### config.mk
export PLATFORM = sky130hd
export DESIGN_NAME = id_ex_stage
export DESIGN_NICKNAME = d
export VERILOG_FILES = /design/src/rtl/id_ex_pkg.sv /design/src/rtl/id_ex_stage_bypass.sv /design/src/rtl/id_ex_stage.sv
export SDC_FILE = /design/constraint.sdc
export NUM_CORES = 1
export LEC_CHECK = 0
export CAP_MARGIN = 15
export CORE_MARGIN = 1.5
export CORE_UTILIZATION = 35
export CTS_BUF_LIST = sky130_fd_sc_hd__clkbuf_8
export DETAILED_ROUTE_END_ITERATION = 12
export PLACE_DENSITY = 0.72
export SKIP_CTS_REPAIR_TIMING = 1
export SLEW_MARGIN = 0
export SYNTH_ARGS = -nofsm -noshare
export SYNTH_HDL_FRONTEND = slang
export SYNTH_HIERARCHICAL = 1
export SYNTH_SLANG_ARGS = --single-unit
### constraint.sdc
create_clock -name clk -period 1.4 [get_ports clk]
set_input_delay 0.28 -clock clk [delete_from_list [all_inputs] [get_ports clk]]
set_output_delay 0.28 -clock clk [all_outputs]
set_load 0.01 [all_outputs]
### src/rtl/id_ex_pkg.sv
// Shared definitions for the ID/EX stage: control-bundle layout and register-file constants.
// The control bundle is {regWrite,memRead,memWrite,memToReg,aluSrc,regDst,aluOp[3:0]}, MSB first.
package id_ex_pkg;

    localparam int CTLW         = 10;
    localparam int CTL_REGWRITE = 9;
    localparam int CTL_MEMREAD  = 8;
    localparam int CTL_MEMWRITE = 7;
    localparam int CTL_MEMTOREG = 6;
    localparam int CTL_ALUSRC   = 5;
    localparam int CTL_REGDST   = 4;
    localparam int CTL_ALUOP    = 0;
    localparam int CTL_ALUOP_W  = 4;

    localparam logic [4:0] REG_ZERO = 5'd0;

    typedef logic [CTLW-1:0] ctl_t;

endpackage

### src/rtl/id_ex_stage_bypass.sv
// Operand select for one GPR read port: $0 reads as zero, otherwise the same-cycle WB write
// takes precedence over the (stale) combinational GPR read data.
module id_bypass_mux
    import id_ex_pkg::*;
#(
    parameter int DW = 32,
    parameter int AW = 5
) (
    input  logic [AW-1:0] idx_i,
    input  logic [DW-1:0] gpr_i,
    input  logic          wb_we_i,
    input  logic [AW-1:0] wb_rw_i,
    input  logic [DW-1:0] wb_wd_i,
    output logic [DW-1:0] op_o
);

    logic is_zero;
    logic wb_hit;

    // wb_rw==0 can never hit because a zero index is resolved first.
    assign is_zero = (idx_i == AW'(REG_ZERO));
    assign wb_hit  = wb_we_i && (wb_rw_i == idx_i);

    always_comb begin
        op_o = gpr_i;
        if (is_zero) begin
            op_o = '0;
        end else if (wb_hit) begin
            op_o = wb_wd_i;
        end
    end

endmodule

### src/rtl/id_ex_stage.sv
// ID/EX pipeline register: captures operands (with WB bypass and $0 forcing), immediate, indices
// and control; supports stall/flush and raises the load-use stall request toward IF/ID.
module id_ex_stage
    import id_ex_pkg::*;
#(
    parameter int DW  = 32,
    parameter int AW  = 5,
    parameter int PCW = 32
) (
    input  logic            clk,
    input  logic            reset,
    input  logic            id_valid,
    input  logic [PCW-1:0]  id_pc,
    input  logic [AW-1:0]   id_rs,
    input  logic [AW-1:0]   id_rt,
    input  logic [AW-1:0]   id_rd,
    input  logic [DW-1:0]   id_rd1,
    input  logic [DW-1:0]   id_rd2,
    input  logic [DW-1:0]   id_imm,
    input  logic [CTLW-1:0] id_ctl,
    input  logic            id_uses_rt,
    input  logic            wb_regWrite,
    input  logic [AW-1:0]   wb_rw,
    input  logic [DW-1:0]   wb_wd,
    input  logic            stall,
    input  logic            flush,
    output logic            ex_valid,
    output logic [PCW-1:0]  ex_pc,
    output logic [DW-1:0]   ex_a,
    output logic [DW-1:0]   ex_b,
    output logic [DW-1:0]   ex_imm,
    output logic [AW-1:0]   ex_rs,
    output logic [AW-1:0]   ex_rt,
    output logic [AW-1:0]   ex_dst,
    output logic [CTLW-1:0] ex_ctl,
    output logic            load_use_stall
);

    logic            valid_q, valid_d;
    logic [PCW-1:0]  pc_q,    pc_d;
    logic [DW-1:0]   a_q,     a_d;
    logic [DW-1:0]   b_q,     b_d;
    logic [DW-1:0]   imm_q,   imm_d;
    logic [AW-1:0]   rs_q,    rs_d;
    logic [AW-1:0]   rt_q,    rt_d;
    logic [AW-1:0]   dst_q,   dst_d;
    logic [CTLW-1:0] ctl_q,   ctl_d;

    logic [DW-1:0]   op_a;
    logic [DW-1:0]   op_b;
    logic [AW-1:0]   dst_sel;

    id_bypass_mux #(.DW(DW), .AW(AW)) u_byp_a (
        .idx_i   (id_rs),
        .gpr_i   (id_rd1),
        .wb_we_i (wb_regWrite),
        .wb_rw_i (wb_rw),
        .wb_wd_i (wb_wd),
        .op_o    (op_a)
    );

    id_bypass_mux #(.DW(DW), .AW(AW)) u_byp_b (
        .idx_i   (id_rt),
        .gpr_i   (id_rd2),
        .wb_we_i (wb_regWrite),
        .wb_rw_i (wb_rw),
        .wb_wd_i (wb_wd),
        .op_o    (op_b)
    );

    assign dst_sel = id_ctl[CTL_REGDST] ? id_rd : id_rt;

    // Priority: flush > stall > load. A held entry is not re-bypassed; EX forwarding covers it.
    always_comb begin
        valid_d = valid_q;
        pc_d    = pc_q;
        a_d     = a_q;
        b_d     = b_q;
        imm_d   = imm_q;
        rs_d    = rs_q;
        rt_d    = rt_q;
        dst_d   = dst_q;
        ctl_d   = ctl_q;
        if (flush) begin
            valid_d = 1'b0;
            pc_d    = '0;
            a_d     = '0;
            b_d     = '0;
            imm_d   = '0;
            rs_d    = '0;
            rt_d    = '0;
            dst_d   = '0;
            ctl_d   = '0;
        end else if (!stall) begin
            valid_d = id_valid;
            pc_d    = id_pc;
            a_d     = op_a;
            b_d     = op_b;
            imm_d   = id_imm;
            rs_d    = id_rs;
            rt_d    = id_rt;
            dst_d   = id_valid ? dst_sel : '0;
            ctl_d   = id_valid ? id_ctl  : '0;
        end
    end

    always_ff @(posedge clk or negedge reset) begin
        if (!reset) begin
            valid_q <= 1'b0;
            pc_q    <= '0;
            a_q     <= '0;
            b_q     <= '0;
            imm_q   <= '0;
            rs_q    <= '0;
            rt_q    <= '0;
            dst_q   <= '0;
            ctl_q   <= '0;
        end else begin
            valid_q <= valid_d;
            pc_q    <= pc_d;
            a_q     <= a_d;
            b_q     <= b_d;
            imm_q   <= imm_d;
            rs_q    <= rs_d;
            rt_q    <= rt_d;
            dst_q   <= dst_d;
            ctl_q   <= ctl_d;
        end
    end

    assign ex_valid = valid_q;
    assign ex_pc    = pc_q;
    assign ex_a     = a_q;
    assign ex_b     = b_q;
    assign ex_imm   = imm_q;
    assign ex_rs    = rs_q;
    assign ex_rt    = rt_q;
    assign ex_dst   = dst_q;
    assign ex_ctl   = ctl_q;

    // A load in EX whose result a valid ID instruction needs next cycle; $0 is never a hazard.
    assign load_use_stall = valid_q && ctl_q[CTL_MEMREAD] && (dst_q != AW'(REG_ZERO)) && id_valid &&
                            ((dst_q == id_rs) || (id_uses_rt && (dst_q == id_rt)));

endmodule

==> run_results.csv <==
group,metric,value,unit
floorplanning,fp.dieArea,22700,µm²
synthesis,synthFlopType,"dfrtp_1",
sta,period_minus_slack,2.14,ns
final_layout,drive_gt1_share,16.9,%
power_and_ir_drop,power.total,11.1,mW
critical_path,path_cells,"or4_4 -> o2111ai_4 -> a21oi_2 -> clkbuf_2",
sta,skew,0,ns
sta,hold_violations,0,
route,first_pass_iters,5,
critical_path,worstReg2RegStart,"ex_b[19]$_DFFE_PN0P_",
synthesis,syn_inst,758,
global_route,grt_pass1_wl,39.7,mm
critical_path,critical_path_class,"flip-flop to primary output",
clock_network,cts_root_buf,"clkbuf_8",
route,routed_wl,28.0,mm
synthesis,synth_area,7640,µm²
synthesis,synthDistinctLibCells,27,
placed_design,gp_congestion,0.859,
route,dr_total_vias,7293,
floorplanning,start_util,36.0,%
final_layout,nNetsFinal,1340,
floorplanning,die_x,151,µm
critical_path,reg2regPathDepth,3,
synthesis,syn_area_per_cell,10.1,µm²
sta,tns,-3.65,ns
status,outcome,"finished, violations left",
sta,setup_viol,42,
synthesis,yosysWarnings,6,
min_path,holdPathStages,2,
min_path,min_path_type,"input port to flip-flop",
clock_network,clk_latency,0.44,ns
synthesis,synth_top_area_share,50.5,%
critical_path,r2r_setup_slack,0.51,ns
floorplanning,pin_count,352,
critical_path,path_delay_family,"simple AND/OR/NAND/NOR gates",
critical_path,end_kind,"primary output",
power_and_ir_drop,power_density,844,nW/µm²
route,drt-initial-drc-count,358,
min_path,min_to,"ex_pc[2]$_DFFE_PN0P_",
critical_path,start_kind,"flip-flop",
global_route,antenna_found_initial,1,
sta,drv_slew,0,
sta,relSlewSlack,55.2,%
sta,fin_crit_sh,153,%
power_and_ir_drop,leakagePower,8.21,nW
global_route,grt_overflow_total,0,
synthesis,netlist_top_cells_area,"dfrtp_1 50%, mux2i_1 19%, nor2_1 6.9%",
synthesis,synth_edf_count,0,
sta,final.setup.worst_slack,-0.740,ns
status,violations,"setup timing",
critical_path,max_stage_delay,0.57,ns
route,postRouteAntennaNets,0,
sta,fmax,467,MHz
critical_path,crit_buf_inv,1,
floorplanning,row_count,53,
global_route,grt_max_degree,95,
synthesis,yosys.area.top_type,"dfrtp_1",
synthesis,synth_most_common_cell,"dfrtp_1",
floorplanning,die_h,151,µm
synthesis,ys_top_cells_by_count,"154 x dfrtp_1, 143 x mux2i_1, 140 x nor2_1",
min_path,worstHoldStart,"flush",
sta,worst_pin_slew,0.669,ns
placed_design,numPortBuffers,351,
placed_design,place_ws,-0.948,ns
critical_path,path_max_fanout,4,
clock_network,path_clk_slew,0.10,ns
critical_path,rr_endpoint,"ex_b[19]$_DFFE_PN0P_",
clock_network,cts-htree-levels,4,
run,drv_cap,0,
route,wire_per_inst,19.6,µm
global_route,grt_pass1_vias,7143,
global_route,track_usage,23.0,%
clock_network,cts_tree,"built",
placed_design,dp.cells,1379,
critical_path,critPathSlowestCell,"or4_4",
floorplanning,core_area,21200,µm²
route,drc,0,
route,viasPerCell,5.09,
power_and_ir_drop,ir_drop,0.506,mV
clock_network,clockBufferDepth,2,
synthesis,postSynthNetCount,955,
sta,grt_setup_unrepaired,"true",
final_layout,final-instance-count-excl-fill,1432,
clock_network,cts_sinks,154,
final_layout,n_fill_cell,1725,
placed_design,dp_hpwl,19.5,mm
critical_path,crit_arrival,1.86,ns
clock_network,cts_buffers,17,
final_layout,syn_to_final_growth,72.3,%
critical_path,required,1.12,ns
synthesis,synth-async-reset-ratio,100,%
synthesis,ys_ff_latch,154,
synthesis,synth-seq-area-share,50.5,%
==> state kept, by name, indices dropped and copies added, names as in the netlist <==
register	cells
ex_b	32
ex_dst	5
ex_ctl	10
ex_valid	1
ex_pc	32
ex_rs	5
ex_rt	5
ex_a	32
ex_imm	32
==> how the worst max path moves through the flow <==
stage,from,to,slack (ns),cells past startpoint
CTS,ex_dst[1]$_DFFE_PN0P_,load_use_stall,-1.19,4
detailed placement,wb_rw[2],ex_b[12]$_DFFE_PN0P_,-0.95,10
finish,ex_dst[2]$_DFFE_PN0P_,load_use_stall,-0.74,4
floorplan,ex_dst[1]$_DFFE_PN0P_,load_use_stall,-0.09,3
global placement,id_rs[2],ex_a[5]$_DFFE_PN0P_,-0.89,9
global route,ex_dst[2]$_DFFE_PN0P_,load_use_stall,-0.82,4
==> cell type report <==
class | instances | area [µm²] | share of cell area (%)
clock buffers | 19 | 262 | 1.99
well taps | 275 | 344 | 2.61
diodes | 1 | 2.50 | 0.0190
clock inverters | 13 | 165 | 1.26
multi-input cells | 537 | 3690 | 28.0
repair buffers | 433 | 4840 | 36.8
flip-flops and latches | 154 | 3860 | 29.3
==> cells in the final DEF, fill, tap and decap left out, types with 2 or more instances in the layout <==
master	Yosys	routed
clkdlybuf4s50_1	0	178
dlymetal6s2s_1	0	151
dfrtp_2	0	2
buf_2	11	2
dfrtp_1	154	152
o21ai_4	0	2
clkbuf_16	0	4
inv_6	0	4
xor2_1	15	7
xnor2_1	5	4
xor2_4	0	3
o21ai_2	0	33
buf_4	8	45
nor4_4	2	2
nand2_1	73	71
xor2_2	0	5
bufinv_16	0	3
mux2i_1	143	143
clkinvlp_4	0	3
nand2_2	0	2
clkbuf_8	0	20
nor3_1	3	2
nand3_1	2	2
clkbuf_2	1	7
nand4_1	64	64
o21ai_1	20	28
buf_8	0	5
nor2_1	140	140
buf_12	0	17
and2_4	0	4
a22o_1	10	10
o21ai_0	49	6
buf_6	13	22
==> power by group <==
part           switching (mW)  leakage [nW]  internal [mW]
registers               0.145          2.05           4.69
clock network            1.80         0.211           1.88
logic                    1.15          5.95           1.44
==> metrics by stage <==
stage,util (%),hold WS (ns),area [µm²]
after floorplan,-,-0.0156,7700
after global placement,55.7,0.187,11800
after detailed placement,55.7,0.188,11800
after CTS,57.8,-0.320,12300
after global routing,62.0,0.0823,13200
final,62.0,0.0999,13200
==> per-layer routing <==
layer / track usage [%] / vias to the layer above / wire, µm
met5: 0 / - / 0
met3: 6.15 / 38 / 2280
met4: 8.20 / 0 / 597
met2: 37.8 / 306 / 13900
li1: - / 3398 / -
met1: 29.1 / 3551 / 11300
==> cells by family (layout without fill, tap and decap cells) <==
| logic type | after synthesis | in the layout | synth area share (%) |
|---|---|---|---|
| other | 0 | 1 | 0 |
| and+or+nand+nor | 293 | 293 | 17.5 |
| AOI/OAI and AO/OA | 81 | 81 | 5.85 |
| xor gates and xnor gates | 20 | 20 | 2.29 |
| buffers and inverters | 67 | 465 | 5.16 |
| muxes | 143 | 143 | 18.7 |
| DFF | 154 | 154 | 50.5 |
(Power assumes the default switching activity.)
==> edit 1 (same settings) <==
Reset style: synchronous (`reset`), changed in one clocked block.
--- a/src/rtl/id_ex_stage.sv
+++ b/src/rtl/id_ex_stage.sv
@@ -104,7 +104,7 @@
         end
     end
 
-    always_ff @(posedge clk or negedge reset) begin
+    always_ff @(posedge clk) begin
         if (!reset) begin
             valid_q <= 1'b0;
             pc_q    <= '0;
Check against the original RTL: differs if reset is asserted again (counterexample within 4 cycles, from zero or initial values and one cycle with reset low); with reset held inactive, the same outputs for 4 cycles.
==> edit 1 against the unedited design <==
- the run still ends with setup timing left
- power shrank 8.0%
- global-route usage shrank 0.69 points
- final cell count is essentially flat
- routed wire length shrank 5.3%
- final area shrank 4.5%
- worst setup slack gained 130 ps
- via count shrank 1.3%
- area after synthesis shrank 9.9%
- sequential cell count is the same
- core utilization grew 2.8 points
- clock power shrank 6.3%
- synthesized cell count grew 1.5%
==> edit 1: results (changes against the unedited design) <==
synthesis:
  post_synth_main_area_contributors: "sky130_fd_sc_hd__dfxtp_1, sky130_fd_sc_hd__mux2i_1, sky130_fd_sc_hd__nor2_1"
  ys_async_sr_fraction_pct: 0  # -100 points
  synth.top_cells.by_count: "sky130_fd_sc_hd__nor2_1, sky130_fd_sc_hd__dfxtp_1, sky130_fd_sc_hd__mux2i_1, sky130_fd_sc_hd__nand2_1, sky130_fd_sc_hd__nand4_1"
  synth.lib_cells_used.distinct: 25  # -7.4%
  synth.yosys.warnings: 6  # unchanged
  synthesis.nets: 966  # +1.2%
  synth-seq-area-share_pct: 44.8  # -5.7 points
  synth_flop_cell: "sky130_fd_sc_hd__dfxtp_1"
global_route:
  pin_count_of_the_biggest_net_entering_global_routing: 54  # -43%
  grt_first_pass_wirelength_um: 35600  # -11%
  grtUsageTotal_pct: 22.3  # -0.69 points
  number_of_global_route_vias_before_repair: 6735  # -5.7%
  antenna_found_initial: 2  # +1
clock_tree:
  max-clock-path-buffers: 2  # unchanged
  cts_buffers: 17  # unchanged
  clk-insertion-delay-late_ps: 430
route:
  first_pass_iters: 5  # unchanged
  route.met3.wl_um: 2690  # +18%
  highest-signal-layer: "met5"
  met2_wirelength_um: 13100  # -5.7%
  vias: 7198  # -1.3%
  route.final.wire_length_um: 26600  # -5.3%
  drtIter0Drc: 274  # -23%
  met1Wirelength_um: 10000  # -11%
layout:
  post_route_cells_drive_above_1_share_pct: 17.9  # +1.0 points
  design.final.nets: 1351  # +0.82%
sta:
  setup_ws_ps: -612  # +128 ps
  setup_viol_count_final: 28  # -33%
  worst_pin_slew_ps: 338  # -331 ps
  holdWs_ps: 286  # +187 ps
run_status:
  status: "finished with violations"
  failed_checks: "setup timing"
critical_path:
  cp_top_family: "simple AND/OR/NAND/NOR gates"
  critPathArrivalTime_ps: 1730  # -130 ps
  ff2ff_setup_slack_ps: 330  # -180 ps
  reg2reg_depth: 5  # +2
  critical-path-slowest-cell: "sky130_fd_sc_hd__or4_4"
  critPathMaxFanout: 2  # -2
  delay_of_the_slowest_critical_path_stage_ps: 540  # -30 ps
place:
  gp_routability_congestion: 0.806  # -6.2%
  dp_hpwl_um: 17300  # -11%
  placement.setup.worst_slack_ps: -878  # +70.3 ps
  placement.cell_area_um2: 11100  # -5.9%
worst_hold_path:
  min_delay_path_depth: 5  # +3
  worstHoldPathType: "in -> reg"
power:
  switchingPower_uw: 2790  # -9.8%
  vdd.ir_drop.worst_v: 0.000565  # +12%
  power.static_leakage_uw: 0.00767  # -6.6%
==> edit 1: worst paths after layout <==
| path | start | to |
|---|---|---|
| setup / recovery | ex_dst[0] | load_use_stall |
| hold / removal | id_rt[3] | ex_rt[3] |
| setup reg to reg | ex_dst[4] | ex_dst[4] |
| hold reg to reg | ex_imm[7] | ex_imm[7] |
==> edit 1: worst register-to-register path, stage by stage (launching register included) <==
cell and delay (ps):
sky130_fd_sc_hd__dfxtp_2 350, sky130_fd_sc_hd__buf_6 110, sky130_fd_sc_hd__buf_6 110, sky130_fd_sc_hd__buf_4 140
sky130_fd_sc_hd__a22oi_1 200, sky130_fd_sc_hd__nor2_1 60
==> edit 1: area by class of cell <==
class | instances | area [um^2]
antenna | 1 | 2.50
clock buffer | 18 | 248
clock inverter | 14 | 148
fill | 1581 | 6830
multi-input combinational | 546 | 3750
sequential | 154 | 3100
tap | 265 | 332
timing repair buffer | 435 | 4990
==> edit 1: kinds of logic (layout without fill, tap and decap cells) <==
logic type / after synthesis / in the layout / share of synthesized area [%]
AND/OR/NAND/NOR: 301 / 301 / 19.7
flip-flops: 154 / 154 / 44.8
multiplexers: 143 / 143 / 20.9
AO/OA/AOI/OAI: 82 / 82 / 6.56
buffers and inverters: 69 / 467 / 5.55
XOR/XNOR: 20 / 20 / 2.55
other: 0 / 1 / 0
==> edit 1: per-layer routing <==
layer | up-vias | global-route usage, %
li1 | 3439 | -
met1 | 3380 | 26.1
met2 | 331 | 37.5
met3 | 46 | 8.69
met4 | 2 | 6.87
met5 | - | 0
==> edit 1: stage by stage <==
stage	setup TNS (ps)	std cells
after floorplan	-4290	769
after global placement	-51900	1378
after detailed placement	-53810	1378
after CTS	-60910	1410
after global routing	-2460	1433
final	-1180	1433
==> edit 1: power by group through the flow <==
stage | clock network [uW] | registers (uW) | logic, uW
2_1_floorplan | 0 | 4760 | 775
3_3_place_gp | 0 | 4690 | 2010
3_5_place_dp | 0 | 4700 | 2020
4_1_cts | 3570 | 4600 | 2030
5_1_grt | 3740 | 4610 | 2330
6_report | 3450 | 4590 | 2190
==> edit 2 (config.mk and constraints unchanged) <==
Without the edit above. `DW` is set to 32 in 2 places; all go to 16.
--- a/src/rtl/id_ex_stage_bypass.sv
+++ b/src/rtl/id_ex_stage_bypass.sv
@@ -3,7 +3,7 @@
 module id_bypass_mux
     import id_ex_pkg::*;
 #(
-    parameter int DW = 32,
+    parameter int DW = 16,
     parameter int AW = 5
 ) (
     input  logic [AW-1:0] idx_i,
--- a/src/rtl/id_ex_stage.sv
+++ b/src/rtl/id_ex_stage.sv
@@ -3,7 +3,7 @@
 module id_ex_stage
     import id_ex_pkg::*;
 #(
-    parameter int DW  = 32,
+    parameter int DW  = 16,
     parameter int AW  = 5,
     parameter int PCW = 32
 ) (
Ports: changed (7 resized); port bits go from 352 to 240. No check against the original RTL was run, so the function may have changed too.
==> edit 2 against the unedited design <==
- the run still ends with setup timing left
- combinational power is 39% lower
- largest power group unchanged
- sequential cell count is 48 lower
- routed wire length is 42% lower
- worst setup slack better by 94 ps
- worst hold slack better by 70 ps
- final area is 34% lower
- power is 35% lower
- clock power is 37% lower
- critical path type unchanged
- largest cell class unchanged
- area after synthesis is 33% lower
- sequential power is 31% lower
==> edit 2: results (changes against the unedited design) <==
route:
  drtIter0Drc: 190  # -47%
  route.final.wire_length_um: 16200  # -42%
  vias: 4530  # -38%
place:
  placement.cell_area_um2: 7960  # -33%
  placement.setup.worst_slack_ps: -931  # +16.8 ps
global_route:
  pin_count_of_the_biggest_net_entering_global_routing: 57  # -40%
  grtUsageTotal_pct: 20.1  # -2.9 points
  grt_use_met2_pct: 34.2  # -3.6 points
power:
  p_comb_share_pct: 22.0  # -1.4 points
critical_path:
  ff2ff_setup_slack_ps: 430  # -80 ps
  delay_of_the_slowest_critical_path_stage_ps: 550  # -20 ps
layout:
  post_route_cells_drive_above_1_share_pct: 12.1  # -4.7 points
  final_cells: 934  # -35%
  design.final.nets: 878  # -34%
run_status:
  failed_checks: "setup timing"
  status: "finished with violations"
synthesis:
  synth.lib_cells_used.distinct: 24  # -11%
  post_synth_inst_count: 482  # -36%
  synth.top_cells.by_count: "sky130_fd_sc_hd__mux2i_1, sky130_fd_sc_hd__dfrtp_1, sky130_fd_sc_hd__nor2_1, sky130_fd_sc_hd__nand2_1, sky130_fd_sc_hd__xor2_1"
  synth_xor_area_share_pct: 3.40  # +1.1 points
  synth-compound-area-share_pct: 2.45  # -3.4 points
  synthesis.nets: 615  # -36%
sta:
  worst_pin_slew_ps: 599  # -70.6 ps
  setup_viol_count_final: 22  # -48%
  setup_ws_ps: -646  # +94.3 ps
clock_tree:
  cts_buffers: 9  # -8
[edit 2: changes by cell type in the layout (fill, tap and decap cells not counted), moves of 33 or more]
| cell | unedited run | this run |
|---|---|---|
| sky130_fd_sc_hd__clkdlybuf4s50_1 | 178 | 114 |
| sky130_fd_sc_hd__dfrtp_1 | 152 | 104 |
| sky130_fd_sc_hd__dlymetal6s2s_1 | 151 | 110 |
| sky130_fd_sc_hd__nand4_1 | 64 | 0 |
| sky130_fd_sc_hd__nor2_1 | 140 | 92 |
| sky130_fd_sc_hd__o21ai_2 | 33 | 0 |
[edit 2: layout make-up]
cell class,instances,area (um^2),area share (%)
Tap cell,184,230,2.66
Sequential cell,106,2660,30.7
Timing Repair Buffer,285,3150,36.5
Clock buffer,9,124,1.43
Multi-Input combinational cell,343,2360,27.3
Clock inverter,7,125,1.45
